<file path="src/rtl/instruction_fetch_unit.sv">
// Instruction fetch stage: owns the PC, drives the asynchronous instruction
// memory, and buffers {pc, inst} pairs in a small registered queue that
// decode drains over a valid/ready handshake. Redirect flushes the queue
// and restarts fetch at the (word-aligned) target.
// Optional: define FETCH_PERF_CNT_EN to add fetch/stall/flush counters.
module instruction_fetch_unit #(
  parameter logic [31:0] RESET_PC = 32'h0000_0000,
  parameter int unsigned FQ_DEPTH = 2
) (
  input  logic        clk,
  input  logic        reset,
  input  logic        fetch_en,
  output logic [31:0] imem_addr,
  input  logic [31:0] imem_dout,
  input  logic        redirect_valid,
  input  logic [31:0] redirect_pc,
  output logic        id_valid,
  input  logic        id_ready,
  output logic [31:0] id_inst,
  output logic [31:0] id_pc,
  output logic [31:0] id_pc_plus4
`ifdef FETCH_PERF_CNT_EN
  ,
  output logic [31:0] perf_fetch_cnt,
  output logic [31:0] perf_stall_cnt,
  output logic [31:0] perf_flush_cnt
`endif
);

  localparam int unsigned PTR_W = (FQ_DEPTH > 1) ? $clog2(FQ_DEPTH) : 1;
  localparam int unsigned CNT_W = $clog2(FQ_DEPTH + 1);
  localparam logic [CNT_W-1:0] FULL_CNT = CNT_W'(FQ_DEPTH);
  localparam logic [31:0] RESET_PC_ALIGNED = {RESET_PC[31:2], 2'b00};

  logic [31:0]      pc_q, pc_d;
  logic [PTR_W-1:0] rd_ptr_q, rd_ptr_d;
  logic [PTR_W-1:0] wr_ptr_q, wr_ptr_d;
  logic [CNT_W-1:0] count_q, count_d;
  logic [31:0]      entry_pc_q   [FQ_DEPTH];
  logic [31:0]      entry_pc_d   [FQ_DEPTH];
  logic [31:0]      entry_inst_q [FQ_DEPTH];
  logic [31:0]      entry_inst_d [FQ_DEPTH];

  logic deq;
  logic enq;

  assign imem_addr   = pc_q;
  assign id_valid    = (count_q != '0);
  assign id_pc       = entry_pc_q[rd_ptr_q];
  assign id_inst     = entry_inst_q[rd_ptr_q];
  assign id_pc_plus4 = id_pc + 32'd4;

  // Handshake qualifiers; a full queue may still accept when the head leaves.
  always_comb begin
    deq = id_valid & id_ready;
    enq = fetch_en & ~redirect_valid & ((count_q < FULL_CNT) | deq);
  end

  // Next-state for PC, pointers, occupancy and queue storage.
  always_comb begin
    pc_d         = pc_q;
    rd_ptr_d     = rd_ptr_q;
    wr_ptr_d     = wr_ptr_q;
    count_d      = count_q;
    entry_pc_d   = entry_pc_q;
    entry_inst_d = entry_inst_q;
    if (redirect_valid) begin
      pc_d     = {redirect_pc[31:2], 2'b00};
      rd_ptr_d = '0;
      wr_ptr_d = '0;
      count_d  = '0;
    end else begin
      if (enq) begin
        entry_pc_d[wr_ptr_q]   = pc_q;
        entry_inst_d[wr_ptr_q] = imem_dout;
        wr_ptr_d               = wr_ptr_q + PTR_W'(1);
        pc_d                   = pc_q + 32'd4;
      end
      if (deq) begin
        rd_ptr_d = rd_ptr_q + PTR_W'(1);
      end
      case ({enq, deq})
        2'b10:   count_d = count_q + CNT_W'(1);
        2'b01:   count_d = count_q - CNT_W'(1);
        default: count_d = count_q;
      endcase
    end
  end

  // State registers; synchronous active-low reset overrides everything.
  always_ff @(posedge clk) begin
    if (!reset) begin
      pc_q     <= RESET_PC_ALIGNED;
      rd_ptr_q <= '0;
      wr_ptr_q <= '0;
      count_q  <= '0;
      for (int unsigned i = 0; i < FQ_DEPTH; i++) begin
        entry_pc_q[i]   <= '0;
        entry_inst_q[i] <= '0;
      end
    end else begin
      pc_q         <= pc_d;
      rd_ptr_q     <= rd_ptr_d;
      wr_ptr_q     <= wr_ptr_d;
      count_q      <= count_d;
      entry_pc_q   <= entry_pc_d;
      entry_inst_q <= entry_inst_d;
    end
  end

`ifdef FETCH_PERF_CNT_EN
  logic [31:0] perf_fetch_cnt_q, perf_fetch_cnt_d;
  logic [31:0] perf_stall_cnt_q, perf_stall_cnt_d;
  logic [31:0] perf_flush_cnt_q, perf_flush_cnt_d;

  assign perf_fetch_cnt = perf_fetch_cnt_q;
  assign perf_stall_cnt = perf_stall_cnt_q;
  assign perf_flush_cnt = perf_flush_cnt_q;

  // Stall means fetch wanted to proceed but the queue was full and not draining.
  always_comb begin
    perf_fetch_cnt_d = perf_fetch_cnt_q + {31'd0, enq};
    perf_stall_cnt_d = perf_stall_cnt_q
                     + {31'd0, fetch_en & ~redirect_valid & (count_q == FULL_CNT) & ~deq};
    perf_flush_cnt_d = perf_flush_cnt_q + {31'd0, redirect_valid};
  end

  // Performance counter registers.
  always_ff @(posedge clk) begin
    if (!reset) begin
      perf_fetch_cnt_q <= '0;
      perf_stall_cnt_q <= '0;
      perf_flush_cnt_q <= '0;
    end else begin
      perf_fetch_cnt_q <= perf_fetch_cnt_d;
      perf_stall_cnt_q <= perf_stall_cnt_d;
      perf_flush_cnt_q <= perf_flush_cnt_d;
    end
  end
`endif

endmodule
</file>
<file path="config.mk">
export PLATFORM = sky130hd
export DESIGN_NAME = instruction_fetch_unit
export DESIGN_NICKNAME = d
export VERILOG_FILES = /design/src/rtl/instruction_fetch_unit.sv
export SDC_FILE = /design/constraint.sdc
export NUM_CORES = 1
export LEC_CHECK = 0
export BUFFER_PORTS_ARGS = -buffer_cell sky130_fd_sc_hd__buf_2
export CORE_MARGIN = 3
export CORE_UTILIZATION = 25
export DETAILED_ROUTE_END_ITERATION = 6
export PLACE_DENSITY = 0.41
export SYNTH_ARGS = -nofsm -noshare
export SYNTH_HDL_FRONTEND = slang
export SYNTH_SLANG_ARGS = --single-unit
</file>
<file path="constraint.sdc">
create_clock -name clk -period 3.1 [get_ports clk]
set_input_delay 0.31 -clock clk [delete_from_list [all_inputs] [get_ports clk]]
set_output_delay 0.31 -clock clk [all_outputs]
set_load 0.02 [all_outputs]
</file>
* Word level (Yosys, flattened, before mapping)
Index checks and enable logic that the tools add are counted.
Storage, ports and cells: input port bits 69, bits in registers 164, logic and storage cells 48
Operators by class: multiplexer cells 13, $add $sub $neg 6, equal/unequal tests 2, magnitude comparators 4, reduce and logical (&&, ||, !) cells 6, bitwise operators 8
Operator list (number):
- $mux W32 | 9
- $bwmux W64 | 2
- $add A32 B3 Y32 const B | 2
- $demux W32 S1 | 1
- $reduce_bool A2 Y1 | 3
- $ge A2 B2 Y1 const B | 2
- $not A1 Y2 | 2
- $pmux W2 S2 | 1
- $and A1 B1 Y1 | 3
- $add A1 B1 Y1 const B | 2
- $add A2 B1 Y2 const B | 1
- $eq A2 B1 Y1 const B | 1
- $eq A2 B2 Y1 const B | 1
- $lt A2 B1 Y1 const B | 1
- $lt A2 B2 Y1 const B | 1
- $not A1 Y1 | 2
- $reduce_and A2 Y1 | 1
- $reduce_or A2 Y1 | 1
- $sub A2 B1 Y2 const B | 1
- $logic_and A1 B1 Y1 | 1
- $or A1 B1 Y1 | 1

* Depth between registers and ports, before layout
Gate-level depths: netlist of run 1.
word-level depth 6, gate-level depth with buffers 14, gate-level depth less buffers 8

* Worst setup path before layout of run 1
OpenSTA, ideal clock, no wires.
path kind reg2out, start point register rd_ptr_q, end point output port id_pc_plus4[26], required time 2.790 ns, path slack -0.543 ns, arrival time 3.333 ns, stages on the path, launching flop included 15, path through dfxtp_1 > buf_2 > buf_4 > buf_2 > buf_4 > clkbuf_1 > buf_2 > nand2_1 > and2_1 > inv_1 > ha_1 > nor2b_1 > nand4_1 > nor3_1 > xor2_1
Between the ends: word-level cells in the longest chain between the ends 5
RTL lines:
- start: declaration | RTL line 36 | logic [PTR_W-1:0] rd_ptr_q, rd_ptr_d;
- start signal: assignment | RTL line 103 | rd_ptr_q <= rd_ptr_d;
- $not A1 Y2 (implied by the code) | RTL line 49 | assign id_pc = entry_pc_q[rd_ptr_q];
- $mux W32 (implied by the code) (3 in series) | RTL line 49
- via id_pc[2] | RTL line 20 | output logic [31:0] id_pc,
- $add A32 B3 Y32 | RTL line 51 | assign id_pc_plus4 = id_pc + 32'd4;
- end: declaration | RTL line 21 | output logic [31:0] id_pc_plus4
The timed path passes the listed nets, and every way through them passes these cells. The select of a mux whose other input is x is not followed.

* Worst setup path after layout of run 1
start point register rd_ptr_q, end point output port id_pc_plus4[26]
Between the ends: word-level cells in the longest chain between the ends 5
RTL lines (RTL line):
- $not A1 Y2 (implied by the code) | 49
- $mux W32 (implied by the code) (3 in series) | 49
- $add A32 B3 Y32 | 51
Every way passes these cells. The select of a mux whose other input is x is not followed.

==> flow_summary.toml, run 1 <==
[run_status]
status = "complete, no violations"

[place]
globalplace.congestion = 0.724
dp_hpwl_mm = 17.4
post_dp_cell_area_mm2 = 0.00935
port_buffers = 189
place_ws_ns = 0.346

[setup_path]
r2r-start = "imem_addr[5]"
slowest_stage = "dfxtp_4"
reg2reg_to = "imem_addr[31]"
slowest_delay_ns = 0.46
start_kind = "register"
crit_type = "reg2out"
end_kind = "output pin"
ff2ff_setup_slack_ns = 0.73
cp.arrival_ns = 2.66
path_cells = "buf_12 > mux2i_1 > a211oi_2 > buf_4 > nand2_1 > nor3_2 > xor2_2 > buf_2"
reg2reg_depth = 5
crit_path_max_fanout = 36
required_ns = 2.79

[layout]
antenna_cells = 0
final_core_utilization_pct = 32.3
areaGrowthSynthToFinish_pct = 26.4
design_area_mm2 = 0.00999
fillers = 3352
nNetsFinal = 1213
drive_gt1_share_pct = 27.1

[routing]
via_count = 7041
routedWlPerCell_um = 16.7
dr.pass1.iters = 4
met2WireLength_mm = 12.1
drt_iter0_drc = 345
routed_wl_mm = 26.0
drc = 0
wl_met1_mm = 12.5
via_per_inst = 4.54
ant_nets = 0
top_layer_used = "met5"
wl_met3_mm = 1.19

[pwr]
power.switching_mw = 1.38
switching_share_pct = 27.6
p_int_mw = 3.61
powerDensity_mw_per_mm2 = 499
pwr-share-comb_pct = 10.9
totalPowerFinal_mw = 4.99
clockPowerShare_pct = 45.5
irDropWorstVdd_uv = 335
pwr-share-seq_pct = 43.6
leakagePower_nw = 4.03

[sta]
clock.fmax_ghz = 0.337
setup_violations = 0
slew_violations = 0
max_slew_margin_pct = 54.2
layout_min_cycle_time_ns = 2.97
hold_viol_final = 0
post-route-period-util_pct = 95.7
fin_skew_ns = 0.0139
tightest_slew_ns = 0.687
rsz0062_at_grt = "true"
fin_ws_ns = 0.134

[synth]
ys_warn_count = 0
synth_area_leaders = "dfxtp_1 40%, nand2_1 14%, a21boi_0 12%, mux2_2 7.0%, xnor2_1 3.9%"
synth_area_leader_cell = "dfxtp_1"
synth-main-ff-cell = "dfxtp_1"
synth.cell_area_mm2 = 0.00791
netlist_instances = 976
yosysSeqAreaShare_pct = 40.0
avgSynthCellArea_um2 = 8.10
synth_top_area_share_pct = 40.0
yosysUniqueCellTypes = 50
synth-edff-count = 0
ys_ff_latch = 158
synthArstFlopShare_pct = 0

[clock_tree]
cts_buffer_depth = 2
cts_hold_buffers = 0
cts.sinks = 158
path_clk_slew_ns = 0.07
htree_num_levels = 4
tritoncts = "built"
insertion_delay_ns = 0.43
clockRootBuffer = "clkbuf_16"
numCtsBuffers = 17

[floorplanning]
core_mm2 = 0.0309
dieArea_mm2 = 0.0338
rows = 64
start_util_pct = 25.6
fp.dieH_um = 184
die_w_um = 184
ios = 198

[run]
maxCapViolations = 0

[grt]
grt_pass1_wl_mm = 40.8
antenna_found_initial = 3
grt_usage_pct = 15.4
grt_pass1_vias = 6907
grt_start_max_net_pins = 68
grt-ovfl-total = 0

[hold_path]
whs_path_depth = 3
hold_class = "in2reg"
holdPathEnd = "entry_inst_q[58]"
hold_start = "imem_dout[26]"
-- cell usage after synthesis (all sizes together) (7+ instances only) --
cell,instances
a21boi,126
a21oi,23
and2,9
buf,17
clkbuf,55
dfxtp,158
inv,17
mux2,49
mux2i,11
nand2,294
nand2b,7
nand3,16
nand4,18
nor2,19
nor3,10
nor4,8
o21ai,26
xnor2,35
xor2,18
-- critical path: cells and delay by family, from the launching register on --
kind / cells / cell delay, ns
xor+xnor: 1 / 0.15
buf+inv: 3 / 0.60
simple gates: 2 / 0.50
mux: 1 / 0.21
compound gates: 1 / 0.27
flops: 1 / 0.46
-- layout make-up --
| type | instances | area [µm²] | share of cell area [%] |
|---|---|---|---|
| Sequential cell | 158 | 3170 | 31.7 |
| Timing Repair Buffer | 213 | 1190 | 12.0 |
| Clock buffer | 17 | 425 | 4.26 |
| Tap cell | 396 | 495 | 4.96 |
| Clock inverter | 15 | 195 | 1.95 |
| Inverter | 17 | 66.3 | 0.664 |
| Multi-Input combinational cell | 734 | 4450 | 44.5 |
-- metal layers --
| layer | vias up | global-route usage (%) |
|---|---|---|
| li1 | 3611 | - |
| met1 | 3251 | 20.6 |
| met2 | 154 | 25.5 |
| met3 | 19 | 3.52 |
| met4 | 6 | 3.27 |
| met5 | - | 0 |
-- worst max-delay path by stage --
stage	slack (ns)	startpoint	end	cells past startpoint
final	0.13	rd_ptr_q	id_pc_plus4[26]	8
after CTS	0.05	rd_ptr_q	id_pc_plus4[25]	7
after detailed placement	0.35	rd_ptr_q	id_pc_plus4[25]	7
after global routing	-0.01	rd_ptr_q	id_pc_plus4[26]	8
after floorplan	0.02	rd_ptr_q	id_pc_plus4[26]	14
after global placement	0.42	rd_ptr_q	id_pc_plus4[25]	7
-- layout by cell type (no fill, tap or decap), types with 4 or more instances in the layout --
master     count
buf_12         5
nand3_1       16
nor3_1         6
a31oi_1        4
o21ai_0       26
and3_1         4
nor4_1         8
mux2i_1       11
nor2_1        19
or3_1          4
nand2_1      294
buf_2        188
nand4_1       18
dfxtp_1      157
xnor2_1       35
and2_1         8
nor3_2         4
clkbuf_16     17
a21boi_0     125
inv_1         16
conb_1         6
mux2_2        49
nand4b_1       6
xor2_1        15
a21oi_1       23
nand2b_1       7
inv_6          9
buf_4         19
-- what timing repair did --
| action | in CTS | in global routing |
|---|---|---|
| gates resized for setup | 1 | 4 |
| setup buffers | 1 | 0 |
| pin swaps | 0 | 2 |
| hold endpoints to repair | 0 | 0 |
| endpoints found under the setup margin | 6 | 3 |
-- state kept, by name, summed over array words and instances (netlist names) --
name / flops
wr_ptr_q: 1
entry_inst_q: 64
count_q: 2
imem_addr: 30
entry_pc_q: 60
rd_ptr_q: 1
-- per-stage QoR --
step	hold slack [ns]	setup TNS, ns	std cells
3_5_place_dp	0.453	0	1517
2_1_floorplan	0.440	0	981
5_1_grt	0.113	-0.0117	1550
6_report	0.134	0	1550
4_1_cts	0.107	0	1550
3_3_place_gp	0.447	0	1517
-- power by group through the flow --
stage               logic, mW  clock network [mW]  registers [mW]
CTS                     0.555                2.36            2.17
detailed placement      0.551                   0            2.22
floorplan               0.311                   0            2.23
global route            0.601                2.42            2.19
global placement        0.549                   0            2.22
finish                  0.543                2.27            2.17
-- kinds of logic after synthesis --
logic type               after synthesis  share of synthesized area (%)
flip-flops                           158                           40.0
AO/OA/AOI/OAI                        194                           17.1
multiplexers                          60                           8.37
buffers and inverters                 89                           4.76
AND/OR/NAND/NOR                      418                           23.4
other                                  1                         0.0474
adder cells (fa/ha/maj)                3                          0.475
XOR/XNOR                              53                           5.87
No activity file was read; power rests on OpenSTA's default activity.
==> run 2: changes to the inputs <==
CTS_BUF_LIST = sky130_fd_sc_hd__clkbuf_8   (was unset)
==> run 2 against run 1 <==
  * Setup slack improved by 0.024 ns
  * First-iteration DRC count down 3.2%
  * Combinational power about the same
  * Register-to-register slack about the same
  * Critical endpoint is now id_pc_plus4[25]
  * Largest cell class unchanged
==> flow_summary.toml, run 2 (synthesized netlist as in run 1, its figures left out) <==
[routing]
dr.pass1.iters = 4
drt_iter0_drc = 334
drc = 0
via_count = 7053
routed_wl_mm = 26.1
ant_nets = 0
via_per_inst = 4.54
routedWlPerCell_um = 16.8

[sta]
fin_skew_ns = 0.0238
setup_violations = 0
max_slew_margin_pct = 54.9
hold_viol_final = 0
clock.fmax_ghz = 0.340
post-route-period-util_pct = 94.9
slew_violations = 0
layout_min_cycle_time_ns = 2.94
tightest_slew_ns = 0.676
fin_tns_setup_ns = 0
rsz0062_at_grt = "false"

[floorplanning]
die_w_um = 184
core_mm2 = 0.0309
fp.dieH_um = 184
start_util_pct = 25.6
rows = 64
ios = 198
dieArea_mm2 = 0.0338

[clock_tree]
tritoncts = "built"
htree_num_levels = 4
clockRootBuffer = "clkbuf_8"
path_clk_slew_ns = 0.10
cts_buffer_depth = 2
cts_hold_buffers = 0
cts.sinks = 158
numCtsBuffers = 17
insertion_delay_ns = 0.47

[layout]
layout_commonest_cell = "nand2_1"
seqCellArea_mm2 = 0.00317
nNetsFinal = 1217
drive_gt1_share_pct = 27.4
areaGrowthSynthToFinish_pct = 24.8
layout_common_cells = "294 x nand2_1, 188 x buf_2, 157 x dfxtp_1"
antenna_cells = 0
top_register = "entry_inst_q"
largest_reg_flops = 64
final_core_utilization_pct = 31.9
fillers = 3373
multi_input_area_mm2 = 0.00445

[grt]
grt_usage_pct = 15.4
use_met2_pct = 25.5
grt-ovfl-total = 0
busiest_layer = "met2"
antenna_found_initial = 3
grt_start_max_net_pins = 68
grt_pass1_wl_mm = 40.8
use_met3_pct = 3.52
met1_usage_pct = 20.6
grt_pass1_vias = 6909

[setup_path]
ff2ff_setup_slack_ns = 0.73
crit_type = "reg2out"
crit_end = "id_pc_plus4[25]"
reg2reg_depth = 5
r2r-start = "imem_addr[5]"
end_kind = "output pin"
critPathLaunch = "rd_ptr_q"
cp.arrival_ns = 2.63
required_ns = 2.79
reg2reg_to = "imem_addr[31]"
start_kind = "register"
crit_path_max_fanout = 10

[place]
globalplace.congestion = 0.724
port_buffers = 189
dp_hpwl_mm = 17.4

[pwr]
leakagePower_nw = 3.97
switching_share_pct = 29.5
pwr-share-seq_pct = 48.9
power.switching_mw = 1.31
p_int_mw = 3.14
clockPowerShare_pct = 38.9
powerDensity_mw_per_mm2 = 451
irDropWorstVdd_uv = 259
pwr-share-comb_pct = 12.3

[run]
maxCapViolations = 0

[hold_path]
hold_class = "in2reg"

[run_status]
status = "complete, no violations"
==> run 2: cell count changes in the layout (fill, tap and decap cells not counted) <==
| cell | previous run | this run |
|---|---|---|
| and3_2 | 1 | 0 |
| buf_4 | 19 | 21 |
| clkbuf_16 | 17 | 1 |
| buf_12 | 5 | 6 |
| clkbuf_8 | 0 | 17 |
| and3_4 | 0 | 1 |
==> run 2: cell type report <==
type	instances	area share, %
Tap cell	396	5.02
Clock inverter	15	1.98
Timing Repair Buffer	217	12.7
Sequential cell	158	32.1
Inverter	17	0.672
Multi-Input combinational cell	734	45.1
Clock buffer	17	2.37
==> run 2: worst min-delay path by stage <==
| stage | startpoint | depth (start not counted) | end | slack [ns] |
|---|---|---|---|---|
| floorplan | entry_inst_q[0] | 2 | entry_inst_q[0] | 0.44 |
| CTS | imem_dout[29] | 3 | entry_inst_q[29] | 0.05 |
| detailed placement | entry_inst_q[54] | 2 | entry_inst_q[54] | 0.45 |
| global route | imem_dout[0] | 3 | entry_inst_q[0] | 0.05 |
| global placement | entry_inst_q[54] | 2 | entry_inst_q[54] | 0.45 |
| finish | imem_dout[26] | 3 | entry_inst_q[58] | 0.1 |
==> run 2: worst max-delay path, cell delays in order, from the launching register on <==
cell and delay (ns):
dfxtp_4 0.41, buf_12 0.15, nand4b_1 0.18, a222oi_1 0.39
buf_4 0.21, and3_4 0.27, nor3b_2 0.20, xor2_1 0.17
buf_2 0.19
==> run 2: per-stage QoR <==
step	setup slack (ns)	std cells	instance area, µm²	power (mW)	hold slack, ns
global placement	0.417	1517	9350	2.77	0.447
global route	0.0382	1554	9870	4.68	0.0518
CTS	0.0570	1550	9790	4.55	0.0484
finish	0.157	1554	9870	4.45	0.0956
detailed placement	0.346	1517	9350	2.77	0.453
floorplan	0.0203	981	7970	2.54	0.440
==> run 2: routing by layer <==
metal  wire, µm  part of all wire, %
met1      12600                   48
met2      12100                   46
met3       1210                  4.6
met4        176                 0.67
met5         33                 0.13
==> run 2: power groups by stage <==
| stage | registers, mW | clock network [mW] | logic (mW) |
|---|---|---|---|
| 2_1_floorplan | 2.23 | 0 | 0.311 |
| 3_3_place_gp | 2.22 | 0 | 0.549 |
| 3_5_place_dp | 2.22 | 0 | 0.551 |
| 4_1_cts | 2.17 | 1.82 | 0.555 |
| 5_1_grt | 2.19 | 1.89 | 0.605 |
| 6_report | 2.17 | 1.73 | 0.545 |
==> run 2: what timing repair did <==
action / CTS / global route
pin swaps: 0 / 0
setup endpoints to repair: 9 / 6
buffers inserted: 1 / 3
cloned: 0 / 1
gates resized for setup: 2 / 4
==> run 3: changes to the inputs <==
SETUP_SLACK_MARGIN = 0.3   (was unset)
==> run 3 against run 2 <==
  * Flip-flop and latch count stayed put
  * Utilization up 0.90 points
  * Hold slack improved by 0.0073 ns
  * Via count up 1.9%
  * Non-clock buffer count is 10 higher
  * Count of clock-buffer cells in the layout up 2
  * Critical endpoint is now id_pc_plus4[31]
  * Largest cell class unchanged
  * Largest power group unchanged
==> flow_summary.toml, run 3 (synthesized netlist as in run 1, its figures left out) <==
[run_status]
status = "complete, no violations"

[grt]
grt_pass1_vias = 7067
grt_pass1_wl_mm = 40.7
grt_usage_pct = 15.4
grt-ovfl-total = 0
grt_start_max_net_pins = 91
antenna_found_initial = 3

[clock_tree]
insertion_delay_ns = 0.46
cts_buffer_depth = 2
cts_hold_buffers = 0
htree_num_levels = 4
tritoncts = "built"
clockRootBuffer = "clkbuf_8"
path_clk_slew_ns = 0.09
numCtsBuffers = 17
cts.sinks = 158

[layout]
areaGrowthSynthToFinish_pct = 28.3
largest_reg_flops = 64
antenna_cells = 0
design_area_mm2 = 0.0101
layout_common_cells = "292 x nand2_1, 175 x buf_2, 157 x dfxtp_1"
final_cells = 1564
layout_commonest_cell = "nand2_1"
nNetsFinal = 1227
drive_gt1_share_pct = 29.2
top_register = "entry_inst_q"

[setup_path]
cp.arrival_ns = 2.53
slowest_delay_ns = 0.41
required_ns = 2.79
start_kind = "register"
slowest_stage = "dfxtp_4"
crit_path_max_fanout = 9
end_kind = "output pin"
crit_type = "reg2out"
path_cells = "buf_4 > nand4b_1 > a222oi_1 > buf_4 > and3_4 > nor3b_4 > xor2_1 > buf_4"
cpMostUsedCell = "buf_4"

[routing]
via_count = 7185
drc = 0
ant_nets = 0
routedWlPerCell_um = 16.7
routed_wl_mm = 26.1
via_per_inst = 4.59
dr.pass1.iters = 4
drt_iter0_drc = 249

[sta]
rsz0062_at_grt = "true"
clock.fmax_ghz = 0.352
fin_skew_ns = 0.0158
tightest_slew_ns = 0.898
fin_ws_ns = 0.261
setup_violations = 0
fin_tns_setup_ns = 0
layout_min_cycle_time_ns = 2.84
post-route-period-util_pct = 91.6
max_slew_margin_pct = 40.1
slew_violations = 0
hold_viol_final = 0

[floorplanning]
ios = 198
dieArea_mm2 = 0.0338
die_w_um = 184
fp.dieH_um = 184
start_util_pct = 25.6
rows = 64
core_mm2 = 0.0309

[place]
port_buffers = 189
place_inst = 1522
dp_hpwl_mm = 17.6
post_dp_cell_area_mm2 = 0.00938
globalplace.congestion = 0.744
place_ws_ns = 0.402

[pwr]
powerDensity_mw_per_mm2 = 455
leakagePower_nw = 4.15
irDropWorstVdd_uv = 265

[run]
maxCapViolations = 0

[hold_path]
hold_class = "in2reg"
==> run 3: power by group <==
group / total, mW / switching, mW / internal [mW]
clock: 1.90 / 0.822 / 1.08
sequential: 2.17 / 0.0781 / 2.10
combinational: 0.546 / 0.329 / 0.217
total: 4.62 / 1.23 / 3.39
==> run 3: per-layer routing <==
layer	GRT usage [%]	share of wire [%]	up-vias
li1	-	-	3645
met1	20.2	46	3358
met2	25.7	47	154
met3	3.98	5.1	22
met4	3.30	0.92	6
met5	0	0.19	-
==> run 3: critical path, delay by kind of cell, from the launching register on <==
kind	cells	cell delay (ns)
AOI/OAI and AO/OA	1	0.29
xor gates and xnor gates	1	0.16
buffers and inverters	3	0.51
DFF	1	0.41
and+or+nand+nor	3	0.70
==> run 3: worst paths after layout <==
check              startpoint                to  slack [ns]  cells after the start
max                  rd_ptr_q   id_pc_plus4[31]        0.26                      8
min             imem_dout[16]  entry_inst_q[16]        0.10                      3
min reg2reg  entry_inst_q[32]  entry_inst_q[32]        0.46                      2
max reg2reg      imem_addr[5]     imem_addr[31]        0.69                      5
==> run 3: area by class of cell <==
class	instances	area, µm²
Fill cell	3352	20800
Multi-Input combinational cell	734	4580
Sequential cell	158	3170
Timing Repair Buffer	227	1350
Tap cell	396	495
Clock buffer	19	262
Clock inverter	13	220
Inverter	17	66.3
==> run 3: per-stage QoR <==
stage / hold slack (ns) / total power [mW] / utilization (%)
after floorplan: 0.440 / 2.55 / -
after global placement: 0.446 / 2.77 / 30.3
after detailed placement: 0.455 / 2.77 / 30.3
after CTS: 0.0497 / 4.72 / 32.6
after global routing: 0.0638 / 4.86 / 32.8
final: 0.103 / 4.62 / 32.8
==> run 3: what timing repair did <==
action | in CTS | in global routing
pin swaps | 9 | 7
cloned | 0 | 1
hold endpoints to repair | 0 | 0
gates resized for setup | 37 | 11
endpoints found under the setup margin | 19 | 18
setup buffers | 8 | 1
